===== src/rtl/turf_fragment_reasm_if.sv =====
`default_nettype none
// ============================================================================
// Module   : turf_fragment_reasm_if
// Brief    : Stream bundle for the TURF fragment reassembler (header, payload,
//            control and data channels).
// Revision : 1.0 - initial release
// ============================================================================
interface turf_fragment_reasm_if;
    logic [63:0] s_hdr_tdata;
    logic        s_hdr_tvalid;
    logic        s_hdr_tready;
    logic [15:0] s_hdr_tuser;

    logic [63:0] s_payload_tdata;
    logic [7:0]  s_payload_tkeep;
    logic        s_payload_tvalid;
    logic        s_payload_tready;
    logic        s_payload_tlast;

    logic [31:0] m_ctrl_tdata;
    logic        m_ctrl_tvalid;
    logic        m_ctrl_tready;

    logic [63:0] m_data_tdata;
    logic [7:0]  m_data_tkeep;
    logic        m_data_tvalid;
    logic        m_data_tready;
    logic        m_data_tlast;
    logic        m_data_tuser;

    // Reassembler side: sinks s_* streams, sources m_* streams.
    modport slave (
        input  s_hdr_tdata, s_hdr_tvalid, s_hdr_tuser,
        output s_hdr_tready,
        input  s_payload_tdata, s_payload_tkeep, s_payload_tvalid, s_payload_tlast,
        output s_payload_tready,
        output m_ctrl_tdata, m_ctrl_tvalid,
        input  m_ctrl_tready,
        output m_data_tdata, m_data_tkeep, m_data_tvalid, m_data_tlast, m_data_tuser,
        input  m_data_tready
    );

    modport master (
        output s_hdr_tdata, s_hdr_tvalid, s_hdr_tuser,
        input  s_hdr_tready,
        output s_payload_tdata, s_payload_tkeep, s_payload_tvalid, s_payload_tlast,
        input  s_payload_tready,
        input  m_ctrl_tdata, m_ctrl_tvalid,
        output m_ctrl_tready,
        input  m_data_tdata, m_data_tkeep, m_data_tvalid, m_data_tlast, m_data_tuser,
        output m_data_tready
    );
endinterface
`default_nettype wire


===== src/rtl/turf_fragment_reasm.sv =====
`default_nettype none
// ============================================================================
// Module   : turf_fragment_reasm
// Brief    : Validates TURF UDP fragment tags and rejoins fragment payloads
//            into one event stream plus an {address,length} control word.
// Revision : 1.0 - initial release
// ============================================================================
module turf_fragment_reasm #(
    parameter logic [15:0] CONSTANT_0 = 16'hDA7A,
    parameter logic [5:0]  CONSTANT_1 = 6'h00,
    parameter int unsigned ERR_BITS   = 16
) (
    input  logic                aclk,
    input  logic                aresetn,
    turf_fragment_reasm_if.slave bus,
    output logic                err_o,
    output logic [ERR_BITS-1:0] err_count_o
);

    typedef enum logic [2:0] {
        ST_HDR    = 3'd0,
        ST_TAG    = 3'd1,
        ST_CTRL   = 3'd2,
        ST_STREAM = 3'd3,
        ST_DROP   = 3'd4,
        ST_ABORT  = 3'd5
    } state_t;

    localparam logic [ERR_BITS-1:0] c_err_one = {{(ERR_BITS-1){1'b0}}, 1'b1};

    state_t              r_state;
    state_t              w_state_nxt;
    logic                r_in_event;
    logic [9:0]          r_expected;
    logic [11:0]         r_addr;
    logic [19:0]         r_len;
    logic [19:0]         r_remaining;
    logic                r_abort_to_hdr;
    logic                r_err;
    logic [ERR_BITS-1:0] r_err_count;

    logic [9:0]  w_tag_frag;
    logic [11:0] w_tag_addr;
    logic [19:0] w_tag_len;
    logic        w_tag_ok;
    logic        w_evt_last;
    logic        w_cap;
    logic        w_exp_inc;
    logic        w_beat;
    logic        w_clear;
    logic        w_err;
    logic        w_unused_hdr;

    assign w_tag_frag = bus.s_payload_tdata[41:32];
    assign w_tag_addr = bus.s_payload_tdata[31:20];
    assign w_tag_len  = bus.s_payload_tdata[19:0];
    assign w_evt_last = (r_remaining <= 20'd8);

    assign w_tag_ok = (bus.s_payload_tdata[63:48] == CONSTANT_0) &&
                      (bus.s_payload_tdata[47:42] == CONSTANT_1) &&
                      !bus.s_payload_tlast &&
                      ((!r_in_event && (w_tag_frag == 10'd0)) ||
                       (r_in_event && (w_tag_frag == r_expected) &&
                        (w_tag_addr == r_addr) && (w_tag_len == r_len)));

    // Header contents carry no information the reassembler acts on.
    assign w_unused_hdr = ^{bus.s_hdr_tdata, bus.s_hdr_tuser};

    assign bus.m_ctrl_tdata = {r_addr, r_len};
    assign err_o            = r_err;
    assign err_count_o      = r_err_count;

    always_ff @(posedge aclk or negedge aresetn) begin
        if (!aresetn) begin
            r_state <= ST_HDR;
        end else begin
            r_state <= w_state_nxt;
        end
    end

    always_comb begin
        w_state_nxt          = r_state;
        w_cap                = 1'b0;
        w_exp_inc            = 1'b0;
        w_beat               = 1'b0;
        w_clear              = 1'b0;
        w_err                = 1'b0;
        bus.s_hdr_tready     = 1'b0;
        bus.s_payload_tready = 1'b0;
        bus.m_ctrl_tvalid    = 1'b0;
        bus.m_data_tdata     = '0;
        bus.m_data_tkeep     = '0;
        bus.m_data_tvalid    = 1'b0;
        bus.m_data_tlast     = 1'b0;
        bus.m_data_tuser     = 1'b0;
        case (r_state)
            ST_HDR: begin
                bus.s_hdr_tready = 1'b1;
                if (bus.s_hdr_tvalid) w_state_nxt = ST_TAG;
            end
            ST_TAG: begin
                bus.s_payload_tready = 1'b1;
                if (bus.s_payload_tvalid) begin
                    if (w_tag_ok) begin
                        if (w_tag_frag == 10'd0) begin
                            w_cap       = 1'b1;
                            w_state_nxt = ST_CTRL;
                        end else begin
                            // Continuation accepted: the next fragment number is due.
                            w_exp_inc   = 1'b1;
                            w_state_nxt = ST_STREAM;
                        end
                    end else begin
                        w_err = 1'b1;
                        if (r_in_event)                w_state_nxt = ST_ABORT;
                        else if (bus.s_payload_tlast)  w_state_nxt = ST_HDR;
                        else                           w_state_nxt = ST_DROP;
                    end
                end
            end
            ST_CTRL: begin
                bus.m_ctrl_tvalid = 1'b1;
                if (bus.m_ctrl_tready) w_state_nxt = ST_STREAM;
            end
            ST_STREAM: begin
                bus.m_data_tvalid    = bus.s_payload_tvalid;
                bus.s_payload_tready = bus.m_data_tready;
                bus.m_data_tdata     = bus.s_payload_tdata;
                bus.m_data_tkeep     = bus.s_payload_tkeep;
                bus.m_data_tlast     = w_evt_last;
                if (bus.s_payload_tvalid && bus.m_data_tready) begin
                    w_beat = 1'b1;
                    if (w_evt_last) begin
                        w_clear = 1'b1;
                        if (bus.s_payload_tlast) begin
                            w_state_nxt = ST_HDR;
                        end else begin
                            w_err       = 1'b1;
                            w_state_nxt = ST_DROP;
                        end
                    end else if (bus.s_payload_tlast) begin
                        w_state_nxt = ST_HDR;
                    end
                end
            end
            ST_DROP: begin
                bus.s_payload_tready = 1'b1;
                if (bus.s_payload_tvalid && bus.s_payload_tlast) w_state_nxt = ST_HDR;
            end
            ST_ABORT: begin
                bus.m_data_tvalid = 1'b1;
                bus.m_data_tlast  = 1'b1;
                bus.m_data_tuser  = 1'b1;
                if (bus.m_data_tready) begin
                    w_clear     = 1'b1;
                    w_state_nxt = r_abort_to_hdr ? ST_HDR : ST_DROP;
                end
            end
            default: w_state_nxt = ST_HDR;
        endcase
    end

    always_ff @(posedge aclk or negedge aresetn) begin
        if (!aresetn) begin
            r_in_event     <= 1'b0;
            r_expected     <= '0;
            r_addr         <= '0;
            r_len          <= '0;
            r_remaining    <= '0;
            r_abort_to_hdr <= 1'b0;
            r_err          <= 1'b0;
            r_err_count    <= '0;
        end else begin
            r_err <= w_err;
            if (w_err && (r_err_count != '1)) r_err_count <= r_err_count + c_err_one;
            if ((r_state == ST_TAG) && bus.s_payload_tvalid) r_abort_to_hdr <= bus.s_payload_tlast;
            if (w_cap) begin
                r_addr      <= w_tag_addr;
                r_len       <= w_tag_len;
                r_remaining <= w_tag_len;
                r_in_event  <= 1'b1;
                r_expected  <= 10'd1;
            end else begin
                if (w_exp_inc) r_expected <= r_expected + 10'd1;
                if (w_beat)    r_remaining <= w_evt_last ? 20'd0 : (r_remaining - 20'd8);
                if (w_clear) begin
                    r_in_event <= 1'b0;
                    r_expected <= '0;
                end
            end
        end
    end

endmodule
`default_nettype wire

===== src/flat_wrapper.sv =====
// flat-port wrapper written by rule: the top's interface ports become plain ports
module turf_fragment_reasm_flat 
#(
    parameter logic [15:0] CONSTANT_0 = 16'hDA7A,
    parameter logic [5:0]  CONSTANT_1 = 6'h00,
    parameter int unsigned ERR_BITS   = 16
)
  (aclk, aresetn, err_o, err_count_o, bus_s_hdr_tdata, bus_s_hdr_tvalid, bus_s_hdr_tuser, bus_s_hdr_tready, bus_s_payload_tdata, bus_s_payload_tkeep, bus_s_payload_tvalid, bus_s_payload_tlast, bus_s_payload_tready, bus_m_ctrl_tdata, bus_m_ctrl_tvalid, bus_m_ctrl_tready, bus_m_data_tdata, bus_m_data_tkeep, bus_m_data_tvalid, bus_m_data_tlast, bus_m_data_tuser, bus_m_data_tready);
  turf_fragment_reasm_if bus_i ();
  input  logic aclk;
  input  logic aresetn;
  output logic err_o;
  output logic [ERR_BITS-1:0] err_count_o;
  input wire logic [$bits(bus_i.s_hdr_tdata)-1:0] bus_s_hdr_tdata;
  input wire logic [$bits(bus_i.s_hdr_tvalid)-1:0] bus_s_hdr_tvalid;
  input wire logic [$bits(bus_i.s_hdr_tuser)-1:0] bus_s_hdr_tuser;
  output wire logic [$bits(bus_i.s_hdr_tready)-1:0] bus_s_hdr_tready;
  input wire logic [$bits(bus_i.s_payload_tdata)-1:0] bus_s_payload_tdata;
  input wire logic [$bits(bus_i.s_payload_tkeep)-1:0] bus_s_payload_tkeep;
  input wire logic [$bits(bus_i.s_payload_tvalid)-1:0] bus_s_payload_tvalid;
  input wire logic [$bits(bus_i.s_payload_tlast)-1:0] bus_s_payload_tlast;
  output wire logic [$bits(bus_i.s_payload_tready)-1:0] bus_s_payload_tready;
  output wire logic [$bits(bus_i.m_ctrl_tdata)-1:0] bus_m_ctrl_tdata;
  output wire logic [$bits(bus_i.m_ctrl_tvalid)-1:0] bus_m_ctrl_tvalid;
  input wire logic [$bits(bus_i.m_ctrl_tready)-1:0] bus_m_ctrl_tready;
  output wire logic [$bits(bus_i.m_data_tdata)-1:0] bus_m_data_tdata;
  output wire logic [$bits(bus_i.m_data_tkeep)-1:0] bus_m_data_tkeep;
  output wire logic [$bits(bus_i.m_data_tvalid)-1:0] bus_m_data_tvalid;
  output wire logic [$bits(bus_i.m_data_tlast)-1:0] bus_m_data_tlast;
  output wire logic [$bits(bus_i.m_data_tuser)-1:0] bus_m_data_tuser;
  input wire logic [$bits(bus_i.m_data_tready)-1:0] bus_m_data_tready;
  assign bus_i.s_hdr_tdata = bus_s_hdr_tdata;
  assign bus_i.s_hdr_tvalid = bus_s_hdr_tvalid;
  assign bus_i.s_hdr_tuser = bus_s_hdr_tuser;
  assign bus_s_hdr_tready = bus_i.s_hdr_tready;
  assign bus_i.s_payload_tdata = bus_s_payload_tdata;
  assign bus_i.s_payload_tkeep = bus_s_payload_tkeep;
  assign bus_i.s_payload_tvalid = bus_s_payload_tvalid;
  assign bus_i.s_payload_tlast = bus_s_payload_tlast;
  assign bus_s_payload_tready = bus_i.s_payload_tready;
  assign bus_m_ctrl_tdata = bus_i.m_ctrl_tdata;
  assign bus_m_ctrl_tvalid = bus_i.m_ctrl_tvalid;
  assign bus_i.m_ctrl_tready = bus_m_ctrl_tready;
  assign bus_m_data_tdata = bus_i.m_data_tdata;
  assign bus_m_data_tkeep = bus_i.m_data_tkeep;
  assign bus_m_data_tvalid = bus_i.m_data_tvalid;
  assign bus_m_data_tlast = bus_i.m_data_tlast;
  assign bus_m_data_tuser = bus_i.m_data_tuser;
  assign bus_i.m_data_tready = bus_m_data_tready;
  turf_fragment_reasm #(.CONSTANT_0(CONSTANT_0), .CONSTANT_1(CONSTANT_1), .ERR_BITS(ERR_BITS)) u_core (.aclk(aclk), .aresetn(aresetn), .bus(bus_i), .err_o(err_o), .err_count_o(err_count_o));
endmodule

===== config.mk =====
export PLATFORM = sky130hd
export DESIGN_NAME = turf_fragment_reasm_flat
export DESIGN_NICKNAME = d
export VERILOG_FILES = /design/src/rtl/turf_fragment_reasm_if.sv /design/src/rtl/turf_fragment_reasm.sv /design/src/flat_wrapper.sv
export SDC_FILE = /design/constraint.sdc
export NUM_CORES = 1
export LEC_CHECK = 0
export ABC_AREA = 1
export CORE_UTILIZATION = 30
export CTS_BUF_LIST = sky130_fd_sc_hd__clkbuf_4 sky130_fd_sc_hd__clkbuf_8
export DETAILED_ROUTE_END_ITERATION = 10
export GPL_TIMING_DRIVEN = 1
export PLACE_DENSITY = 0.72
export SLEW_MARGIN = 20
export SYNTH_ARGS = -nofsm -noshare
export SYNTH_HDL_FRONTEND = slang
export SYNTH_SLANG_ARGS = --single-unit

===== constraint.sdc =====
create_clock -name aclk -period 5.1 [get_ports aclk]
set_input_delay 0.51 -clock aclk [delete_from_list [all_inputs] [get_ports aclk]]
set_output_delay 0.51 -clock aclk [all_outputs]
set_load 0.05 [all_outputs]

## After elaboration in Yosys (flattened, before gate mapping)

Cells that the tools add are included.

- Reductions and logical operators: 22
- $lt $le $gt $ge: 1
- Mux-type cells: 50
- Equal/unequal tests: 17
- $add $sub $neg: 3

Operators with widths:

| cell | count |
|---|---|
| 64-bit 2-to-1 mux | 1 |
| 20-bit 2-to-1 mux | 3 |
| 3-bit 2-to-1 mux | 12 |
| 10-bit 2-to-1 mux | 3 |
| 1-bit 2-to-1 mux | 24 |
| 20-bit equality test | 1 |
| 20-bit by 4-bit less-or-equal comparator with 1-bit output (second input constant) | 1 |
| 20-bit by 4-bit subtractor with 20-bit output (second input constant) | 1 |
| 3-bit case mux with 6 select lines | 1 |
| 16-bit by 1-bit adder with 16-bit output (second input constant) | 1 |
| 16-bit equality test (second input constant) | 1 |
| 16-bit inequality test (second input constant) | 1 |
| 12-bit equality test | 1 |
| 1-bit logical AND | 11 |
| 10-bit by 1-bit adder with 10-bit output (second input constant) | 1 |
| 10-bit equality test | 1 |
| 10-bit zero test | 1 |
| 1-bit case mux with 2 select lines | 5 |
| 8-bit 2-to-1 mux | 1 |
| 2-bit inequality test (second input constant) | 4 |
| 7-bit AND reduction | 1 |
| 3-bit by 2-bit equality test with 1-bit output (second input constant) | 2 |
| 3-bit equality test (second input constant) | 2 |
| 6-bit zero test | 1 |
| 9 further kinds | 12 |

- Bits in registers: 84
- Logic and storage cells: 102
- Input port bits: 159
- Output and inout bits: 127

## Logic depth before layout (Yosys ltp)

Gate-level depths: netlist of run 1.

- Depth after elaboration: 12
- Depth in mapped cells: 17
- Gate-level depth less buffers: 16

## Worst setup path after synthesis of run 1

No wires, ideal clock.

- Path kind: register to register
- From: register u_core.r_state[0]
- To: register u_core.r_expected[4]
- Cell stages (with the launch flop): 12
- Setup time: 125 ps
- Period minus slack after synthesis: 2969 ps
- Required time: 4975 ps
- Arrival time: 2844 ps
- Buffers on the path: 0
- Slack: 2131 ps
- Cell sequence: dfrtp_1 -> inv_1 -> nor2_1 -> inv_2 -> nor2_1 -> inv_1 -> o21ai_0 -> nand3_2 -> nand2_2 -> inv_2 -> nand2_1 -> o21ai_1

- Longest elaborated chain between the ends: 4
- Elaborated cells between the ends (all ways): 9
- Classes of those cells: 3 x eq/ne; 5 x mux; 1 x reduce/logical

Ends and longest elaborated chain:

| what | RTL line | text |
|---|---|---|
| from (decl) | turf_fragment_reasm.sv:31 | `state_t r_state;` |
| from (signal assigned) | turf_fragment_reasm.sv:77 | `r_state <= w_state_nxt;` |
| 3-bit equality test / 3-bit by 2-bit equality test with 1-bit output (equally long branches) | turf_fragment_reasm.sv:96 | `case (r_state)` |
| 1-bit case mux with 2 select lines | turf_fragment_reasm.sv:96 |  |
| 10-bit 2-to-1 mux | turf_fragment_reasm.sv:186 | `if (w_clear) begin` |
| 10-bit 2-to-1 mux | turf_fragment_reasm.sv:177 | `if (w_cap) begin` |
| to (signal assigned) | turf_fragment_reasm.sv:184 | `if (w_exp_inc) r_expected <= r_expected + 10'd1;` |
| to (decl) | turf_fragment_reasm.sv:34 | `logic [9:0] r_expected;` |

Parallel ways exist; a longest one is shown, timed or not.
A chain may end at the register's enable or synchronous reset.

## Worst setup path in the final report of run 1

- From: register u_core.r_remaining[5]
- To: output port bus_m_data_tlast

- Longest elaborated chain between the ends: 2

Ends and longest elaborated chain:

| what | RTL line | text |
|---|---|---|
| from (decl) | turf_fragment_reasm.sv:37 | `logic [19:0] r_remaining;` |
| from (signal assigned) | turf_fragment_reasm.sv:180 | `r_remaining <= w_tag_len;` |
| from (signal assigned) | turf_fragment_reasm.sv:185 | `if (w_beat) r_remaining <= w_evt_last ? 20'd0 : (r_remaining - 20'd8);` |
| 20-bit by 4-bit less-or-equal comparator with 1-bit output | turf_fragment_reasm.sv:57 | `assign w_evt_last = (r_remaining <= 20'd8);` |
| 1-bit case mux with 2 select lines | turf_fragment_reasm.sv:96 |  |
| to (decl) | flat_wrapper.sv:29 | `output wire logic [$bits(bus_i.m_data_tlast)-1:0] bus_m_data_tlast;` |

Every way passes these cells.

==> results of run 1 <==
-- cell usage after synthesis, types with 3 or more instances --
cell | n | area [sq um]
nand2_1 | 245 | 919.6
inv_1 | 144 | 540.5
nor2_1 | 124 | 465.5
dfrtp_1 | 84 | 2102
nand3_1 | 80 | 400.4
nand4_1 | 35 | 219.0
o21ai_0 | 24 | 120.1
xor2_1 | 21 | 183.9
clkbuf_1 | 20 | 75.07
xnor2_1 | 19 | 166.4
nor3_1 | 17 | 85.08
o21ai_1 | 12 | 60.06
nor4_1 | 8 | 50.05
inv_2 | 7 | 26.28
a21oi_1 | 6 | 30.03
o211ai_1 | 5 | 37.54
buf_4 | 4 | 30.03
nand2_2 | 4 | 25.02
nor2_2 | 4 | 25.02
buf_2 | 3 | 15.01
ha_1 | 3 | 37.54
-- flip-flops by register name (all words and copies together), names as in the netlist --
register	flops
u_core.r_abort_to_hdr	1
u_core.r_in_event	1
u_core.r_state	3
u_core.err_o	1
u_core.r_remaining	20
u_core.r_expected	10
u_core.r_len	20
u_core.r_addr	12
u_core.err_count_o	16
-- cells in the final DEF (no fill, tap or decap), drive strengths merged --
cell / n
dfrtp: 84
nand3: 82
o22ai: 1
nand4: 36
clkdlybuf4s50: 204
xnor2: 19
o21ai: 37
inv: 151
or2: 3
nor2: 129
xor2: 21
o211ai: 5
a21oi: 6
clkbuf: 12
nor3: 17
a211o: 1
ha: 3
nand3b: 1
buf: 7
nor4: 9
nand2: 251
clkinv: 2
-- final cells by class --
| class | count | area share |
|---|---|---|
| Sequential cell | 84 | 0.2549 |
| Tap cell | 260 | 0.03944 |
| Multi-Input combinational cell | 621 | 0.3618 |
| Clock inverter | 2 | 0.001214 |
| Timing Repair Buffer | 211 | 0.2539 |
| Clock buffer | 12 | 0.02002 |
| Inverter | 151 | 0.06872 |
-- power by group through the flow --
| stage | Sequential, uW | Combinational (uW) | Clock [uW] |
|---|---|---|---|
| after floorplan | 824 | 305 | 0 |
| after detailed placement | 777 | 575 | 0 |
| after global placement | 779 | 568 | 0 |
| after global routing | 774 | 633 | 499 |
| final | 768 | 577 | 453 |
| after CTS | 766 | 578 | 474 |
-- kinds of logic after synthesis --
family,after synthesis
buffers and inverters,180
AO/OA/AOI/OAI,50
AND/OR/NAND/NOR,528
adder cells (fa/ha/maj),3
flip-flops,84
XOR/XNOR,40
-- final timing paths --
kind                                        from                     to  slack [ns]  cells after the start
max                        u_core.r_remaining[5]       bus_m_data_tlast        1.46                      6
min                                      aresetn       u_core.r_addr[3]        0.07                      1
max reg2reg                      u_core.r_len[5]   u_core.r_expected[0]        2.25                     12
min reg2reg                u_core.r_remaining[0]  u_core.r_remaining[0]        0.53                      2
max in group asynchronous                aresetn  u_core.err_count_o[6]        3.95                      2
min in group aclk          u_core.r_remaining[0]  u_core.r_remaining[0]        0.53                      2
-- routing by layer --
metal | vias to the layer above | part of all wire
met4 | 0 | 0.013
met1 | 2823 | 0.47
li1 | 3136 | -
met3 | 19 | 0.071
met5 | - | 0
met2 | 199 | 0.45
-- per-stage QoR --
step / utilization / instance area [sq um] / std cells / total power [uW]
2_1_floorplan: - / 5783 / 885 / 1129
3_3_place_gp: 0.4287 / 8073 / 1327 / 1347
3_5_place_dp: 0.4287 / 8073 / 1327 / 1352
4_1_cts: 0.4380 / 8248 / 1341 / 1819
5_1_grt: 0.4380 / 8248 / 1341 / 1906
6_report: 0.4380 / 8248 / 1341 / 1797
-- worst register-to-register path, stage by stage (launching register included) --
cell and delay, ns:
dfrtp_1 0.42, nand2_1 0.08, o21ai_0 0.07, nor2_1 0.21, nand3_1 0.19, nor2_1 0.17, nand2_2 0.09, nand2_4 0.10
nand4_4 0.66, buf_4 0.54, nand2_1 0.11, nand2_1 0.04, o21ai_0 0.07
==> metrics, run 1 <==
drt via density about 4.6; Setup Skew a little under 0.008 ns; # port buffers 205; synthesized-area fraction occupied by adder cells 0.006491; Ports 286; largest family of logic cells by synthesized area simple AND/OR/NAND/NOR gates; Min-Delay Path Class in2async; clock latency on the worst-skew pair between 0.3 and 0.4 ns; Fin Hold WS between 0.06 and 0.07 ns; Compound-Gate Fraction of Synth Area 0.04695; Lkg Pwr ~0.004 uW; Cell Chain, Critical Path nor2_1, nand2_1, nor4_1, nand2_1, o21ai_2, clkdlybuf4s50_1; ys flop type dfrtp_1; CP peak stage delay 0.85 ns; clock sink count between 80 and 90; Longest Clk Path Bufs 2; Comb power frac 0.321; DRC 0; synthesized net count about 1000; Layout fillers between 1500 and 2000; CORE AREA 0.01883 sq mm; drt total wl around 18000 um; Global Route met3 Usage 0.04654; first-pass GRT wire length about 30000 um; grt ovf 0; Total GRT Usage 0.1862; drt wl/cell 13.54 um; Die X ~140 um; fmax approximately 270 MHz; final worst setup slack around 1.5 ns; fin crit share 0.7144; largest net degree at the start of global routing 67; Finish-stage setup viols 0; Tmin final between 3 and 4 ns; vias in the first global route around 5800; Seq cells post-synth 84; M1 GR Usage 0.2473; sequential cell area ~0.0021 sq mm; Routed Antenna Nets 0; Die Y ~140 um; Max FO, Critical Path 23; Simple-Gate Fraction of Synth Area 0.3998; sum of buffers and inverters on the critical path 1; Via Count between 6000 and 7000; num rows 50; Max H-tree Level 3; worst relative slew slack 0.4057; pwr dens about 220 mW/mm^2; Max IR drop VDD approximately 0.24 mV; Seq/Total Area, Yosys 0.3635; NetSw 674.2 uW; antenna violations before repair 0; post_cts resized 0; required time worst endpoint roughly 4.6 ns; Starting Density 0.3071; Final TNS setup 0 ns; CTS tree done; Synth Area in XOR/XNOR 0.06058; Crit path max-delay family simple AND/OR/NAND/NOR gates; Slowest-stage cell, CP clkdlybuf4s50_1; CTS buffer count 9; Post-Place Worst Slack between 1.5 and 2 ns; GR peak layer met2; RSZ-0062 raised after global routing no; critical path capture point type output pin; Final Wtd Congestion between 0.9 and 1; Avg Synthesized Cell Area between 6 and 7 sq um; internal power approximately 1100 uW; met2 GRT Util 0.3011; die area approximately 0.020 sq mm; Max Cap Violations 0; diodes inserted 0; final net count approximately 1200; FFs w/ async S/R, synth 1.000; postcts setup bufs 0; Clock Pin Slew Worst Setup and Hold Paths approximately 0.08 ns; Post-synth EDFFs 0; hpwl dp between 10000 and 15000 um; fraction of layout cells with a size suffix above 1 0.04348; first-pass detailed-route iteration total 6; Arr. time, crit path about 3.1 ns; status finished clean; Synthesis Warnings 0; 1st-iter DRT viols around 370; worst-margin pin slew 0.8897 ns; CP Class reg2out; Root Driver clkbuf_8; post-synthesis mux area share 0; part of the power in the clock network 0.252; post-synthesis cell type count 33; area of the multi-input gates a little under 0.003 sq mm; final hold vios 0; cell mode on critical path nand2_1; startpoint class of the critical path flip-flop; Seq pwr share 0.427; Synth Instances 885; sw frac 0.3752; Mapped Area slightly below 0.006 sq mm; Final Slew Violations 0; CTS Hold Bufs 0; Area Overhead vs Synth 42.62%
(Power assumes the default switching activity.)
==> run 2, diff against run 1 <==
Clock period 5.1 ns to 3.4 ns, I/O delays scaled along.
==> run 2 against run 1 <==
Clock skew about the same. Sequential power increased by 50%. Cell area increased by 1.5%. Critical path type unchanged.
==> metrics, run 2 (synthesis results as in run 1) <==
Total GRT Usage 0.1891 (was 0.1862); Max FO, Critical Path 24 (was 23); Root Driver clkbuf_8 (unchanged); end point of the critical path bus_m_data_tdata[17] (was bus_m_data_tlast); diodes inserted 0 (unchanged); Crit. Startpoint u_core.r_state[2] (was u_core.r_remaining[5]); drt wl/cell 13.70 um (was 13.54 um); most frequent cells in the layout 245 x nand2_1, 203 x clkdlybuf4s50_1, 144 x inv_1 (was 245 x nand2_1, 204 x clkdlybuf4s50_1, 144 x inv_1); required time worst endpoint 3.06 ns (was 4.59 ns); Arr. time, crit path 2.60 ns (was 3.13 ns); first-pass GRT wire length 29890 um (was 29290 um); DRC 0 (unchanged); pwr dens 347.1 mW/mm^2 (was 217.9 mW/mm^2); reg2reg start u_core.r_len[14] (was u_core.r_len[5]); largest net degree at the start of global routing 39 (was 67); FF-to-FF path depth 12 (unchanged); Final Wtd Congestion 0.9109 (was 0.9013); die area 0.01984 sq mm (unchanged); Die Y 140.8 um (unchanged); CP peak stage delay 0.84 ns (was 0.85 ns); postcts setup bufs 0 (unchanged); vias in the first global route 5890 (was 5804); CTS buffer count 9 (unchanged); CTS tree done (unchanged); Starting Density 0.3071 (unchanged); Min-Delay Path Class in2async (unchanged); Tmin final 2.944 ns; Lkg Pwr 0.004054 uW (was 0.003998 uW); grt ovf 0 (unchanged); Post-Place Worst Slack 0.5488 ns (was 1.559 ns); Via Count 6246 (was 6177); clock sink count 84 (unchanged); Finish-stage setup viols 0 (unchanged); Final TNS setup 0 ns (unchanged); final hold vios 0 (unchanged); Final Slew Violations 0 (unchanged); Clock Pin Slew Worst Setup and Hold Paths 0.09 ns (was 0.08 ns); worst-margin pin slew 0.6590 ns (was 0.8897 ns); clock latency on the worst-skew pair 0.38 ns (was 0.37 ns); r2r endpoint u_core.r_remaining[16] (was u_core.r_expected[0]); Finished Core Util 0.4447 (was 0.4380); critical path capture point type output pin (unchanged); Area Overhead vs Synth 44.79% (was 42.62%); final worst setup slack 0.4563 ns (was 1.456 ns); R2R Setup Slk 1.02 ns (was 2.25 ns); status finished clean (unchanged); startpoint class of the critical path flip-flop (unchanged); CP Class reg2out (unchanged); drt via density 4.634 (was 4.606); Cell Chain, Critical Path inv_1, nand3_4, buf_4, nor2_1, clkdlybuf4s50_1 (was nor2_1, nand2_1, nor4_1, nand2_1, o21ai_2, clkdlybuf4s50_1); # port buffers 205 (unchanged); fraction of layout cells with a size suffix above 1 0.04963 (was 0.04348); worst relative slew slack 0.5602 (was 0.4057); fin crit share 0.8658; Routed Antenna Nets 0 (unchanged); most common cell after layout, fill and taps aside nand2_1 (unchanged); Die X 140.8 um (unchanged); num rows 50 (unchanged); Slowest-stage cell, CP clkdlybuf4s50_1 (unchanged); hpwl dp 14030 um (was 13590 um); RSZ-0062 raised after global routing no (unchanged); Ports 286 (unchanged); CORE AREA 0.01883 sq mm (unchanged); Max H-tree Level 3 (unchanged); Layout fillers 1905 (was 1924); Longest Clk Path Bufs 2 (unchanged); antenna violations before repair 0 (unchanged); drt total wl 18470 um (was 18150 um); first-pass detailed-route iteration total 5 (was 6); Max IR drop VDD 0.3872 mV (was 0.2388 mV); Max Cap Violations 0 (unchanged); final net count 1246 (was 1240); Setup Skew 0.007644 ns (was 0.007700 ns); fmax roughly 340 MHz; 1st-iter DRT viols 436 (was 373)
[run 2: cell count changes in the layout (fill, tap and decap cells not counted)]
cell and delta:
clkdlybuf4s50_1 -1, buf_4 +5, buf_12 +1, bufinv_16 +3
clkinvlp_4 +1, clkinv_2 -2, dlygate4sd3_1 +1, clkbuf_4 +1
clkbuf_8 -2
[run 2: worst min path at each step]
stage	end	slack (ns)	cells past startpoint	start
floorplan	u_core.err_count_o[0]	0.04	0	aresetn
global placement	u_core.r_addr[2]	0.21	1	aresetn
detailed placement	u_core.r_addr[2]	0.21	1	aresetn
CTS	u_core.r_len[17]	0.35	2	aresetn
global route	u_core.r_len[17]	0.34	2	aresetn
finish	u_core.r_len[17]	0.35	2	aresetn
[run 2: layout make-up]
class | count | area [sq um] | area share
well taps | 260 | 325.3 | 0.03885
multi-input cells | 621 | 2984 | 0.3564
repair buffers | 217 | 2152 | 0.2570
clock buffers | 11 | 145.1 | 0.01733
flip-flops and latches | 84 | 2102 | 0.2510
inverters | 151 | 566.8 | 0.06769
clock inverters | 4 | 97.59 | 0.01166
[run 2: where the power goes]
group / total [uW] / internal (uW) / switching (uW)
Clock: 894 / 513 / 381
Combinational: 863 / 307 / 557
Sequential: 1150 / 1060 / 86.6
Total: 2910 / 1880 / 1020
[run 2: through the flow]
stage	total power [uW]	hold slack [ns]	std cells	instance area [sq um]
after floorplan	1694	0.04441	885	5783
after global placement	2019	0.2061	1332	8120
after detailed placement	2032	0.2064	1332	8120
after CTS	2939	0.3455	1348	8373
after global routing	3071	0.3407	1348	8373
final	2906	0.3491	1348	8373
[run 2: per-layer routing]
layer	routed length, um	global-route usage	vias to the layer above
met2	8467	0.3048	173
met5	0	0	-
met1	8643	0.2538	2910
li1	-	-	3152
met4	167	0.03661	0
met3	1192	0.05197	11
[run 2: critical path, delay by kind of cell (launching register included)]
family | cells | cell delay, ns
flip-flops | 1 | 0.46
AND/OR/NAND/NOR | 2 | 0.42
buffers and inverters | 3 | 1.34
[run 2: what timing repair did]
action / CTS / global route
endpoints found under the hold margin: 12 / 0
gates resized for setup: 0 / 0
hold buffers: 1 / 0
==> run 3, diff against run 2 <==
Settings changed: CORE_ASPECT_RATIO set to 1.25, REMOVE_ABC_BUFFERS set to 1.
==> run 3 against run 2 <==
Sequential cell count is the same. Worst hold slack lost 0.28 ns. Clock power shrank 5.4%. Sequential share of layout area grew 0.16 points. Combinational power grew 2%. First-iteration DRC count shrank 40%. Die area is essentially flat. Non-clock buffer count shrank 2.
==> metrics, run 3 (synthesis results as in run 1) <==
Seq pwr share 0.399 (was 0.395); clock latency on the worst-skew pair 0.37 ns (was 0.38 ns); Cell Chain, Critical Path inv_1, nand3_4, buf_12, nor2_1, clkdlybuf4s50_1 (was inv_1, nand3_4, buf_4, nor2_1, clkdlybuf4s50_1); Starting Density 0.3068 (was 0.3071); first-pass detailed-route iteration total 7 (was 5); CTS buffer count 9 (unchanged); drt wl/cell 14.46 um (was 13.70 um); Layout fillers 1928 (was 1905); Tmin final 2.990 ns (was 2.944 ns); Setup Skew 0.01459 ns (was 0.007644 ns); CP Class reg2out (unchanged); Root Driver clkbuf_8 (unchanged); most frequent cells in the layout 245 x nand2_1, 203 x clkdlybuf4s50_1, 144 x inv_1 (unchanged); Max Cap Violations 0 (unchanged); first-pass GRT wire length 30150 um (was 29890 um); Total GRT Usage 0.1943 (was 0.1891); Finished Core Util 0.4415 (was 0.4447); part of the power in the clock network 0.294 (was 0.308); NetSw 1068 uW (was 1024 uW); Max H-tree Level 3 (unchanged); status finished clean (unchanged); sw frac 0.3713 (was 0.3525); Ports 286 (unchanged); Max IR drop VDD 0.3004 mV (was 0.3872 mV); diodes inserted 0 (unchanged); DRC 0 (unchanged); Clock Pin Slew Worst Setup and Hold Paths 0.10 ns (was 0.09 ns); critical path capture point type output pin (unchanged); num rows 56 (was 50); antenna violations before repair 0 (unchanged); fin crit share 0.8793 (was 0.8658); worst relative slew slack 0.4144 (was 0.5602); Die Y 157.2 um (was 140.8 um); CP peak stage delay 0.83 ns (was 0.84 ns); grt ovf 0 (unchanged); fmax 334.5 MHz (was 339.7 MHz); CORE AREA 0.01885 sq mm (was 0.01883 sq mm); Final Slew Violations 0 (unchanged); die area 0.01984 sq mm (about the same); Post-Place Worst Slack 0.4442 ns (was 0.5488 ns); final worst setup slack 0.4104 ns (was 0.4563 ns); final net count 1244 (was 1246); largest net degree at the start of global routing 64 (was 39); Comb power frac 0.306 (was 0.297); Die X 126.2 um (was 140.8 um); fraction of layout cells with a size suffix above 1 0.04968 (was 0.04963); # port buffers 205 (unchanged); clock sink count 84 (unchanged); hpwl dp 14710 um (was 14030 um); Post-Layout Cell Count 1319 (was 1348); placed insts 1303 (was 1332); Min-Delay Path Class in2async (unchanged); Routed Antenna Nets 0 (unchanged); post_cts resized 0 (unchanged); Max FO, Critical Path 48 (was 24); drt via density 4.691 (was 4.634); RSZ-0062 raised after global routing no (unchanged); Final Wtd Congestion 0.9250 (was 0.9109); Finish-stage setup viols 0 (unchanged); vias in the first global route 5739 (was 5890); worst-margin pin slew 0.8784 ns (was 0.6590 ns); Slowest-stage cell, CP clkdlybuf4s50_1 (unchanged); Area Overhead vs Synth 43.88% (was 44.79%); Longest Clk Path Bufs 2 (unchanged); required time worst endpoint 3.06 ns (about the same); 1st-iter DRT viols 261 (was 436); Via Count 6187 (was 6246); Arr. time, crit path 2.65 ns (was 2.60 ns); Fin Hold WS 0.06866 ns (was 0.3491 ns); most common cell after layout, fill and taps aside nand2_1 (unchanged); drt total wl 19080 um (was 18470 um); Lkg Pwr 0.004047 uW (was 0.004054 uW); startpoint class of the critical path flip-flop (unchanged); internal power 1808 uW (was 1882 uW); pwr dens 345.6 mW/mm^2 (was 347.1 mW/mm^2); CTS tree done (unchanged); Power, Total 2876 uW (was 2906 uW); CTS Hold Bufs 0 (was 1); final hold vios 0 (unchanged); postcts setup bufs 0 (unchanged)
## run 3: layer usage
| layer | global-route usage | vias up | wire, um |
|---|---|---|---|
| met5 | 0 | - | 0 |
| li1 | - | 3149 | - |
| met1 | 0.2700 | 2818 | 9110 |
| met4 | 0.05680 | 0 | 258 |
| met3 | 0.04113 | 17 | 1268 |
| met2 | 0.3018 | 203 | 8440 |
## run 3: stage by stage
step,TNS [ns],area [sq um]
after global routing,0,8320
after detailed placement,0,8090
after CTS,0,8320
after global placement,0,8090
after floorplan,-27.47,5640
final,0,8320
## run 3: path summary, 6_finish.rpt
| kind | from | to | slack (ns) | depth (start not counted) |
|---|---|---|---|---|
| min in group aclk | u_core.r_len[3] | u_core.r_len[3] | 0.52 | 2 |
| max reg2reg | u_core.r_len[2] | u_core.r_expected[2] | 0.91 | 11 |
| max in group asynchronous | aresetn | u_core.r_remaining[8] | 2.59 | 2 |
| max | u_core.r_state[2] | bus_m_data_tkeep[0] | 0.41 | 5 |
| min | aresetn | u_core.err_count_o[10] | 0.07 | 1 |
| min reg2reg | u_core.r_len[3] | u_core.r_len[3] | 0.52 | 2 |
## run 3: layout make-up
cell class	count	area [sq um]	area share
well taps	232	290.3	0.03489
repair buffers	215	2147	0.2580
clock buffers	10	137.6	0.01654
multi-input cells	621	2984	0.3586
flip-flops and latches	84	2102	0.2526
inverters	151	566.8	0.06812
clock inverters	6	92.59	0.01113
## run 3: worst max-delay path, delay by kind of cell (launching register included)
kind,cells,cell delay (ns)
buffers and inverters,3,1.32
and+or+nand+nor,2,0.49
DFF,1,0.47
## run 3: power by group through the flow
stage          clock network (uW)  registers (uW)  logic [uW]
3_3_place_gp                    0            1170         870
3_5_place_dp                    0            1160         879
5_1_grt                       913            1160         973
4_1_cts                       873            1150         883
2_1_floorplan                   0            1240         445
6_report                      846            1150         881
